## src/rtl/vpu_alu_si_add_sub_pipe_pkg.sv

```systemverilog
// Shared widths and the per-beat control bundle for the VPU signed-integer
// add/subtract pipeline.
package vpu_alu_si_add_sub_pipe_pkg;

  localparam int unsigned OPERAND_WIDTH    = 32;
  localparam int unsigned SRAM_R_PORT_CNT  = 3;
  localparam int unsigned VPU_ALU_LANE_CNT = 4;

  typedef struct packed {
    logic sub_n;
    logic sat_en;
    logic use_op2;
  } alu_ctrl_t;

endpackage

```

## src/rtl/vpu_alu_si_add_sub_pipe_if.sv

```systemverilog
// Source-side and destination-side handshake bundle of the add/sub pipeline.
// slave = the ALU's view, master = the driver/consumer view.
interface vpu_alu_si_add_sub_pipe_if
  import vpu_alu_si_add_sub_pipe_pkg::*;
#(
  parameter int unsigned OPERAND_W = OPERAND_WIDTH,
  parameter int unsigned LANE_N    = VPU_ALU_LANE_CNT,
  parameter int unsigned RPORT_N   = SRAM_R_PORT_CNT
);

  logic                          in_valid;
  logic                          in_ready;
  logic [LANE_N*OPERAND_W-1:0]   op_0;
  logic [LANE_N*OPERAND_W-1:0]   op_1;
  logic [LANE_N*OPERAND_W-1:0]   op_2;
  logic [RPORT_N-1:0]            op_valid;
  logic                          sub_n;
  logic                          sat_en;
  logic                          out_valid;
  logic                          out_ready;
  logic [LANE_N*OPERAND_W-1:0]   result_o;
  logic [LANE_N-1:0]             ovf_o;

  modport slave (
    input  in_valid, op_0, op_1, op_2, op_valid, sub_n, sat_en, out_ready,
    output in_ready, out_valid, result_o, ovf_o
  );

  modport master (
    output in_valid, op_0, op_1, op_2, op_valid, sub_n, sat_en, out_ready,
    input  in_ready, out_valid, result_o, ovf_o
  );

endinterface

```

## src/rtl/vpu_alu_si_lane_sat.sv

```systemverilog
// One lane of stage 2: reduces an exact (W+2)-bit signed sum to a W-bit
// result, saturating or wrapping, and flags out-of-range sums.
module vpu_alu_si_lane_sat
  import vpu_alu_si_add_sub_pipe_pkg::*;
#(
  parameter int unsigned W = OPERAND_WIDTH
) (
  input  logic [W+1:0] sum_i,
  input  logic         sat_en_i,
  output logic [W-1:0] res_o,
  output logic         ovf_o
);

  logic ovf_pos;
  logic ovf_neg;

  // In range exactly when the top three bits are all equal.
  assign ovf_pos = !sum_i[W+1] &&  (|sum_i[W:W-1]);
  assign ovf_neg =  sum_i[W+1] && !(&sum_i[W:W-1]);
  assign ovf_o   = ovf_pos || ovf_neg;

  always_comb begin
    // NOTE: default first so every path assigns res_o and no latch is inferred.
    res_o = sum_i[W-1:0];
    if (sat_en_i && ovf_pos) begin
      res_o = {1'b0, {(W-1){1'b1}}};
    end else if (sat_en_i && ovf_neg) begin
      res_o = {1'b1, {(W-1){1'b0}}};
    end
  end

endmodule

```

## src/rtl/vpu_alu_si_add_sub_pipe.sv

```systemverilog
// Two-stage valid/ready multi-lane signed op_0 +/- op_1 +/- op_2 unit with
// optional saturation and per-lane overflow flags.
module vpu_alu_si_add_sub_pipe
  import vpu_alu_si_add_sub_pipe_pkg::*;
#(
  parameter int unsigned OPERAND_W = OPERAND_WIDTH,
  parameter int unsigned LANE_N    = VPU_ALU_LANE_CNT,
  parameter int unsigned RPORT_N   = SRAM_R_PORT_CNT
) (
  input  logic                       clk,
  input  logic                       rst_n,
  input  logic                       en,
  vpu_alu_si_add_sub_pipe_if.slave   bus
);

  localparam int unsigned W  = OPERAND_W;
  localparam int unsigned XW = OPERAND_W + 2;

  logic                   v1_q, v2_q;
  logic                   accept, s2_load;
  alu_ctrl_t              ctrl_d;
  logic                   sat_q;
  logic [LANE_N*XW-1:0]   s1_d, s1_q;
  logic [LANE_N*XW-1:0]   op2t_d, op2t_q;
  logic [LANE_N*W-1:0]    res_d, res_q;
  logic [LANE_N-1:0]      ovf_d, ovf_q;
  logic                   unused_op_valid;

  assign bus.in_ready = !v1_q || !v2_q || bus.out_ready;
  assign accept       = bus.in_valid && en && bus.in_ready;
  assign s2_load      = v1_q && (!v2_q || bus.out_ready);

  assign ctrl_d.sub_n   = bus.sub_n;
  assign ctrl_d.sat_en  = bus.sat_en;
  assign ctrl_d.use_op2 = bus.op_valid[RPORT_N-1];
  // Only the last read port gates op_2; the others are informational here.
  assign unused_op_valid = ^bus.op_valid;

  for (genvar i = 0; i < LANE_N; i++) begin : g_lane
    logic [W-1:0]  a, b, c;
    logic [XW-1:0] xa, xb, xc, nb, nc, s2;

    assign a  = bus.op_0[i*W +: W];
    assign b  = bus.op_1[i*W +: W];
    assign c  = bus.op_2[i*W +: W];
    assign xa = {{2{a[W-1]}}, a};
    assign xb = {{2{b[W-1]}}, b};
    assign xc = {{2{c[W-1]}}, c};
    // Negating on the widened value keeps -2^(W-1) exact.
    assign nb = ~xb + XW'(1);
    assign nc = ~xc + XW'(1);

    assign s1_d[i*XW +: XW]   = xa + (ctrl_d.sub_n ? xb : nb);
    assign op2t_d[i*XW +: XW] = ctrl_d.use_op2 ? (ctrl_d.sub_n ? xc : nc) : '0;

    assign s2 = s1_q[i*XW +: XW] + op2t_q[i*XW +: XW];

    vpu_alu_si_lane_sat #(.W(W)) u_lane_sat (
      .sum_i    (s2),
      .sat_en_i (sat_q),
      .res_o    (res_d[i*W +: W]),
      .ovf_o    (ovf_d[i])
    );
  end

  // NOTE: stage-1 data is qualified by v1_q, so it is left out of reset.
  always_ff @(posedge clk) begin
    if (accept) begin
      s1_q   <= s1_d;
      op2t_q <= op2t_d;
      sat_q  <= ctrl_d.sat_en;
    end
  end

  // NOTE: sequential state uses non-blocking assignments so every register
  // samples pre-edge values regardless of statement order.
  always_ff @(posedge clk or negedge rst_n) begin
    if (!rst_n) begin
      v1_q  <= 1'b0;
      v2_q  <= 1'b0;
      res_q <= '0;
      ovf_q <= '0;
    end else begin
      if (bus.in_ready) begin
        v1_q <= bus.in_valid && en;
      end
      if (s2_load) begin
        v2_q  <= 1'b1;
        res_q <= res_d;
        ovf_q <= ovf_d;
      end else if (bus.out_ready) begin
        v2_q <= 1'b0;
      end
    end
  end

  assign bus.out_valid = v2_q;
  assign bus.result_o  = res_q;
  assign bus.ovf_o     = ovf_q;

endmodule

```

## src/flat_wrapper.sv

```systemverilog
// flat-port wrapper written by rule: the top's interface ports become plain ports
module vpu_alu_si_add_sub_pipe_flat import vpu_alu_si_add_sub_pipe_pkg::*;
#(
  parameter int unsigned OPERAND_W = OPERAND_WIDTH,
  parameter int unsigned LANE_N    = VPU_ALU_LANE_CNT,
  parameter int unsigned RPORT_N   = SRAM_R_PORT_CNT
)
  (clk, rst_n, en, bus_in_valid, bus_op_0, bus_op_1, bus_op_2, bus_op_valid, bus_sub_n, bus_sat_en, bus_out_ready, bus_in_ready, bus_out_valid, bus_result_o, bus_ovf_o);
  vpu_alu_si_add_sub_pipe_if #(.OPERAND_W(OPERAND_W), .LANE_N(LANE_N), .RPORT_N(RPORT_N)) bus_i ();
  input  logic clk;
  input  logic rst_n;
  input  logic en;
  input wire logic [$bits(bus_i.in_valid)-1:0] bus_in_valid;
  input wire logic [$bits(bus_i.op_0)-1:0] bus_op_0;
  input wire logic [$bits(bus_i.op_1)-1:0] bus_op_1;
  input wire logic [$bits(bus_i.op_2)-1:0] bus_op_2;
  input wire logic [$bits(bus_i.op_valid)-1:0] bus_op_valid;
  input wire logic [$bits(bus_i.sub_n)-1:0] bus_sub_n;
  input wire logic [$bits(bus_i.sat_en)-1:0] bus_sat_en;
  input wire logic [$bits(bus_i.out_ready)-1:0] bus_out_ready;
  output wire logic [$bits(bus_i.in_ready)-1:0] bus_in_ready;
  output wire logic [$bits(bus_i.out_valid)-1:0] bus_out_valid;
  output wire logic [$bits(bus_i.result_o)-1:0] bus_result_o;
  output wire logic [$bits(bus_i.ovf_o)-1:0] bus_ovf_o;
  assign bus_i.in_valid = bus_in_valid;
  assign bus_i.op_0 = bus_op_0;
  assign bus_i.op_1 = bus_op_1;
  assign bus_i.op_2 = bus_op_2;
  assign bus_i.op_valid = bus_op_valid;
  assign bus_i.sub_n = bus_sub_n;
  assign bus_i.sat_en = bus_sat_en;
  assign bus_i.out_ready = bus_out_ready;
  assign bus_in_ready = bus_i.in_ready;
  assign bus_out_valid = bus_i.out_valid;
  assign bus_result_o = bus_i.result_o;
  assign bus_ovf_o = bus_i.ovf_o;
  vpu_alu_si_add_sub_pipe #(.OPERAND_W(OPERAND_W), .LANE_N(LANE_N), .RPORT_N(RPORT_N)) u_core (.clk(clk), .rst_n(rst_n), .en(en), .bus(bus_i));
endmodule
```

## config.mk

```make
export PLATFORM = sky130hd
export DESIGN_NAME = vpu_alu_si_add_sub_pipe_flat
export DESIGN_NICKNAME = d
export VERILOG_FILES = /design/src/rtl/vpu_alu_si_add_sub_pipe_pkg.sv /design/src/rtl/vpu_alu_si_add_sub_pipe_if.sv /design/src/rtl/vpu_alu_si_lane_sat.sv /design/src/rtl/vpu_alu_si_add_sub_pipe.sv /design/src/flat_wrapper.sv
export SDC_FILE = /design/constraint.sdc
export NUM_CORES = 1
export LEC_CHECK = 0
export ABC_AREA = 1
export ABC_CLOCK_PERIOD_IN_PS = 28100
export CAP_MARGIN = 20
export CORE_ASPECT_RATIO = 0.7
export CORE_MARGIN = 4
export CORE_UTILIZATION = 40
export DETAILED_ROUTE_END_ITERATION = 10
export DONT_BUFFER_PORTS = 1
export GPL_ROUTABILITY_DRIVEN = 0
export PLACE_DENSITY = 0.58
export SLEW_MARGIN = 20
export SYNTH_ARGS = -nofsm -noshare
export SYNTH_HDL_FRONTEND = slang
export SYNTH_SLANG_ARGS = --single-unit
```

## constraint.sdc

```tcl
create_clock -name clk -period 28.1 [get_ports clk]
set_input_delay 7.025 -clock clk [delete_from_list [all_inputs] [get_ports clk]]
set_output_delay 7.025 -clock clk [all_outputs]
set_load 0.02 [all_outputs]
```

==> impl_metrics.env, run 1 <==
export IMPL_worstSkewPairLatency_ns=0.59
export IMPL_hold_buffers=0
export IMPL_synth_nets=5774
export IMPL_period_share=0.516
export IMPL_dr_wl_met2_um=47000
export IMPL_finalSetupViolCount=0
export IMPL_synth_seq_cells=407
export IMPL_drive_above_1_share=0.0670
export IMPL_outcome="completed"
export IMPL_crit_chain="inv_1 -> nand2_1 -> nor2_1 -> inv_1"
export IMPL_pre_cts_ws_ns=13.59
export IMPL_wl_met1_um=54400
export IMPL_required_ns=21.08
export IMPL_worst_slack_ns=13.59
export IMPL_slew_violations=0
export IMPL_setup_tns_ns=0
export IMPL_cts_root_buffer="clkbuf_16"
export IMPL_ios=528
export IMPL_vias_per_cell=5.24
export IMPL_reg2reg_depth=16
export IMPL_dieArea_mm2=0.0971
export IMPL_cpPeakStageDelay_ns=0.18
export IMPL_clock_skew_ns=0.0223
export IMPL_clk_pin_slew_ns=0.06
export IMPL_wl_met3_um=13400
export IMPL_num_vias=33200
export IMPL_post_cts_setup_buffers=0
export IMPL_synth_main_ff_cell="edfxtp_1"
export IMPL_antenna_found_initial=12
export IMPL_hold_viol=0
export IMPL_antenna_left=0
export IMPL_path_common_cell="inv_1"
export IMPL_seqCellArea_mm2=0.0116
export IMPL_synth_edff_count=273
export IMPL_ys_warn_count=0
export IMPL_area_growth_pct=7.26
export IMPL_yosysSeqAreaShare=0.313
export IMPL_drt_iter0_drc=2398
export IMPL_cp_arrival_ns=7.49
export IMPL_grt_pass1_wl_um=177000
export IMPL_dieWidth_um=371
export IMPL_synth_avg_cell_area_um2=7.23
export IMPL_totalWireLength_um=118000
export IMPL_grt_pass1_vias=30400
export IMPL_rr_startpoint="u_core.s1_q[34]$_DFFE_PP_"
export IMPL_ctsLongestPathBuffers=3
export IMPL_die_h_um=262
export IMPL_endpoint_kind="primary output"
export IMPL_synthDistinctLibCells=56
export IMPL_avgRoutedWirePerCell_um=18.6
export IMPL_hold_path_class="reg -> reg"
export IMPL_start_util=0.406
export IMPL_crit_type="in -> out"
export IMPL_start_kind="input port"
export IMPL_r2r_end="u_core.bus.result_o[60]$_DFFE_PN0P_"
export IMPL_grt_usage=0.233
export IMPL_fp_row_count=92
export IMPL_vdd_ir_drop_max_v=0.0000392
export IMPL_dp_hpwl_um=96000
export IMPL_slew_headroom=0.330
export IMPL_highest_layer="met5"
export IMPL_worstSetupEndpoint="bus_in_ready"
export IMPL_timing_fmax_mhz=68.9
export IMPL_slowest_stage="inv_1"
export IMPL_worst_pin_slew_ns=0.996
export IMPL_core_mm2=0.0907
export IMPL_grt_max_degree=150
export IMPL_io_buffers=0
export IMPL_multiInputGateArea_mm2=0.0226
export IMPL_cts_tree="done"
export IMPL_drt_pass1_iter_count=6
export IMPL_crit_fanout=3
export IMPL_syn_cell_area_mm2=0.0368
export IMPL_power_leakage_uw=0.0179
export IMPL_layout_nets=5744
export IMPL_hold_depth=2
export IMPL_synth_async_reset_ratio=0.329
export IMPL_cts_buffers=46
export IMPL_grt_ovfl_total=0
export IMPL_rsz0062_at_grt="no"
export IMPL_clkSinkCount=407
export IMPL_cts_resized=0
export IMPL_power_uw=2420
export IMPL_period_needed_ns=14.51
export IMPL_hold_ws_ns=0.487
export IMPL_cap_violations=0
export IMPL_ff2ff_setup_slack_ns=25.00
export IMPL_drc=0
export IMPL_p_per_area_mw_per_mm2=61.1
export IMPL_crit_start="bus_out_ready"
export IMPL_netlist_instances=5100
export IMPL_num_fill_cells=9459
export IMPL_cts_max_level=2
worst max-delay path: cells and delay by family:
| family | cells | cell delay, ns |
|---|---|---|
| simple gates | 2 | 0.24 |
| buf+inv | 2 | 0.21 |
synthesized netlist by cell type, types with 32 or more instances:
library cell | number | share of area
clkbuf_1 | 39 | 0.0040
o21bai_1 | 39 | 0.0079
o21ai_0 | 219 | 0.030
xor2_1 | 230 | 0.055
dfrtp_1 | 134 | 0.091
ha_1 | 272 | 0.092
a21oi_2 | 135 | 0.032
nand3_1 | 198 | 0.027
edfxtp_1 | 273 | 0.22
nor2_1 | 664 | 0.068
nand2_2 | 50 | 0.0085
nor3_1 | 106 | 0.014
inv_1 | 558 | 0.057
a31oi_1 | 32 | 0.0054
nand2_1 | 1260 | 0.13
a21oi_1 | 424 | 0.058
nand4_1 | 46 | 0.0078
xnor2_1 | 115 | 0.027
a21o_1 | 32 | 0.0065
where the power goes:
part / internal [µW] / leakage [µW] / total (µW) / switching, µW
combinational: 293 / 0.0130 / 817 / 524
sequential: 774 / 0.00410 / 958 / 184
clock: 385 / 0.000777 / 641 / 256
placed cells by master (no fill, tap or decap), types with 39 or more instances in the layout:
cell	instances
edfxtp_1	273
nand2_1	1260
xnor2_1	115
ha_1	272
a21oi_2	135
o21ai_0	219
nor2_1	664
a21oi_1	424
nor3_1	105
nand4_1	46
o21bai_1	39
nand3_1	198
clkbuf_16	51
dfrtp_1	134
inv_1	557
nand2_2	50
xor2_1	230
per-stage QoR:
stage / cell area, µm² / std cells / util
4_1_cts: 39500 / 6328 / 0.436
5_1_grt: 39500 / 6329 / 0.436
2_1_floorplan: 36800 / 5100 / -
3_5_place_dp: 37900 / 6244 / 0.418
3_3_place_gp: 37900 / 6244 / 0.418
6_report: 39500 / 6333 / 0.436
layout make-up:
cell class | count | area share
multi-input cells | 4032 | 0.572
repair buffers | 9 | 0.00203
diodes | 5 | 0.000317
clock buffers | 61 | 0.0332
well taps | 1222 | 0.0387
clock inverters | 23 | 0.00712
inverters | 574 | 0.0547
flip-flops and latches | 407 | 0.292
logic make-up after synthesis:
logic type / synth area share
compound gates: 0.157
buf+inv: 0.0735
xor+xnor: 0.0820
flops: 0.313
fa+ha+maj: 0.0967
simple gates: 0.277
metal layers:
metal	GRT usage	up-vias
met4	0.0548	18
met1	0.329	15000
met3	0.0889	169
met5	0	-
met2	0.334	1085
li1	-	16900
sequential cells by signal, indices dropped and copies added, names as in the netlist:
register / cells
u_core.s1_q: 136
u_core.sat_q: 1
u_core.bus.ovf_o: 4
u_core.op2t_q: 136
u_core.bus.result_o: 128
u_core.v1_q: 1
u_core.bus.out_valid: 1
how the worst min path moves through the flow:
stage	slack (ns)	to	start
after floorplan	0.45	u_core.bus.out_valid$_DFFE_PN0P_	u_core.v1_q$_DFFE_PN0P_
after global placement	0.46	u_core.bus.out_valid$_DFFE_PN0P_	u_core.v1_q$_DFFE_PN0P_
after detailed placement	0.46	u_core.bus.out_valid$_DFFE_PN0P_	u_core.v1_q$_DFFE_PN0P_
after CTS	0.49	u_core.bus.out_valid$_DFFE_PN0P_	u_core.v1_q$_DFFE_PN0P_
after global routing	0.52	u_core.bus.out_valid$_DFFE_PN0P_	u_core.v1_q$_DFFE_PN0P_
final	0.49	u_core.bus.out_valid$_DFFE_PN0P_	u_core.v1_q$_DFFE_PN0P_
Note: power is estimated with default switching activity, not from simulation.
==> run 2, diff against run 1 <==
--- a/config.mk
+++ b/config.mk
@@ -6,7 +6,7 @@
 export NUM_CORES = 1
 export LEC_CHECK = 0
 export ABC_AREA = 1
-export ABC_CLOCK_PERIOD_IN_PS = 28100
+export ABC_CLOCK_PERIOD_IN_PS = 14200
 export CAP_MARGIN = 20
 export CORE_ASPECT_RATIO = 0.7
 export CORE_MARGIN = 4
==> constraint.sdc (replaced) <==
create_clock -name clk -period 14.2 [get_ports clk]
set_input_delay 3.55 -clock clk [delete_from_list [all_inputs] [get_ports clk]]
set_output_delay 3.55 -clock clk [all_outputs]
set_load 0.02 [all_outputs]
==> run 2 against run 1 <==
Compared with the run above:
- via count grew 0.17%
- global-route usage down 0.25 points
- sequential power increased by 98%
- clock skew down 0.0063 ns
- total power increased by 96%
- critical path depth did not move
- combinational power is 97% higher
- first-iteration DRC count grew 2.3%
- cell count about the same
- flip-flop and latch count unchanged
- worst hold slack better by 0.0029 ns
==> impl_metrics.env, run 2 (synthesis gave the netlist of run 1 again) <==
export IMPL_antenna_found_initial=11
export IMPL_path_common_cell="inv_1"
export IMPL_worst_slack_ns=6.54
export IMPL_start_util=0.406
export IMPL_p_int_uw=2820
export IMPL_grt_pass1_vias=30300
export IMPL_num_fill_cells=9401
export IMPL_dieArea_mm2=0.0971
export IMPL_vias_per_cell=5.24
export IMPL_outcome="completed"
export IMPL_avgRoutedWirePerCell_um=18.3
export IMPL_cap_violations=0
export IMPL_clock_skew_ns=0.0160
export IMPL_cp_arrival_ns=4.11
export IMPL_antenna_left=0
export IMPL_cts_tree="done"
export IMPL_dieWidth_um=371
export IMPL_timing_fmax_mhz=131
export IMPL_crit_chain="inv_1 -> nand2_1 -> nor2_1 -> inv_1"
export IMPL_grt_max_degree=140
export IMPL_clk_pin_slew_ns=0.06
export IMPL_drive_above_1_share=0.0664
export IMPL_cpPeakStageDelay_ns=0.25
export IMPL_drt_iter0_drc=2453
export IMPL_slew_violations=0
export IMPL_area_growth_pct=7.12
export IMPL_period_needed_ns=7.66
export IMPL_start_kind="input port"
export IMPL_crit_fanout=3
export IMPL_totalWireLength_um=116000
export IMPL_pre_cts_ws_ns=6.52
export IMPL_slowest_stage="nor2_1"
export IMPL_post_cts_setup_buffers=0
export IMPL_grt_pass1_wl_um=176000
export IMPL_cts_root_buffer="clkbuf_16"
export IMPL_power_switching_uw=1910
export IMPL_required_ns=10.65
export IMPL_period_share=0.540
export IMPL_instances_no_fill=6338
export IMPL_power_frac_clock=0.259
export IMPL_layout_nets=5743
export IMPL_finalSetupViolCount=0
export IMPL_final_cell_mix="nand2_1 (1260), nor2_1 (664), inv_1 (557), a21oi_1 (424), edfxtp_1 (273)"
export IMPL_ios=528
export IMPL_core_mm2=0.0907
export IMPL_worstSkewPairLatency_ns=0.59
export IMPL_power_leakage_uw=0.0179
export IMPL_ctsLongestPathBuffers=3
export IMPL_seq_power_share=0.401
export IMPL_hold_path_class="reg -> reg"
export IMPL_hold_viol=0
export IMPL_setup_tns_ns=0
export IMPL_endpoint_kind="primary output"
export IMPL_worst_pin_slew_ns=1.07
export IMPL_io_buffers=0
export IMPL_crit_type="in -> out"
export IMPL_power_uw=4740
export IMPL_cts_buffers=46
export IMPL_cts_max_level=2
export IMPL_dp_hpwl_um=95000
export IMPL_die_h_um=262
export IMPL_num_vias=33200
export IMPL_drt_pass1_iter_count=6
export IMPL_clkSinkCount=407
export IMPL_combPwrFrac=0.340
export IMPL_rsz0062_at_grt="no"
export IMPL_drc=0
export IMPL_dpl_cell_count=6243
export IMPL_grt_usage=0.230
export IMPL_switching_share=0.404
export IMPL_cts_resized=0
export IMPL_fp_row_count=92
export IMPL_vdd_ir_drop_max_v=0.0000873
export IMPL_grt_ovfl_total=0
export IMPL_slew_headroom=0.285
export IMPL_layout_commonest_cell="nand2_1"
export IMPL_p_per_area_mw_per_mm2=120
export IMPL_hold_buffers=0
[run 2: routing by layer]
layer	global-route usage	up-vias	share of wire
li1	-	16900	-
met1	0.333	15200	0.47
met2	0.337	1008	0.40
met3	0.0760	124	0.10
met4	0.0410	18	0.016
met5	0	-	0.00091
[run 2: path summary, 6_finish.rpt]
check                                                 endpoint  depth (start not counted)  slack, ns                             start
setup / recovery                                  bus_in_ready                          4       6.54                     bus_out_ready
hold / removal                u_core.bus.out_valid$_DFFE_PN0P_                          2       0.49           u_core.v1_q$_DFFE_PN0P_
setup reg to reg            u_core.bus.result_o[0]$_DFFE_PN0P_                          8      11.06  u_core.bus.out_valid$_DFFE_PN0P_
hold reg to reg               u_core.bus.out_valid$_DFFE_PN0P_                          2       0.49           u_core.v1_q$_DFFE_PN0P_
max in group asynchronous  u_core.bus.result_o[94]$_DFFE_PN0P_                          0      11.24                             rst_n
min in group asynchronous   u_core.bus.result_o[3]$_DFFE_PN0P_                          0       2.66                             rst_n
[run 2: power groups by stage]
stage	Combinational (µW)	Clock, µW	Sequential (µW)
after floorplan	1280	0	1850
after global placement	1590	0	1920
after detailed placement	1600	0	1930
after CTS	1610	1260	1900
after global routing	1820	1310	1920
final	1610	1230	1900
[run 2: layout make-up]
type | instances | area [µm²] | share of cell area
multi-input combinational | 4032 | 22600 | 0.573
sequential | 407 | 11600 | 0.293
inverter | 574 | 2160 | 0.0548
tap | 1222 | 1530 | 0.0387
clock buffer | 58 | 1280 | 0.0324
clock inverter | 28 | 256 | 0.00650
timing repair buffer | 8 | 72.6 | 0.00184
antenna | 9 | 22.5 | 0.000571
[run 2: worst max-delay path, delay by kind of cell]
kind          cells  cell delay, ns
buf+inv           2            0.24
simple gates      2            0.33
[run 2: stage by stage]
stage	instance area [µm²]	utilization	hold slack, ns
floorplan	36900	-	0.448
finish	39500	0.435	0.490
CTS	39500	0.435	0.498
global route	39500	0.435	0.520
global placement	37900	0.418	0.480
detailed placement	37900	0.418	0.481
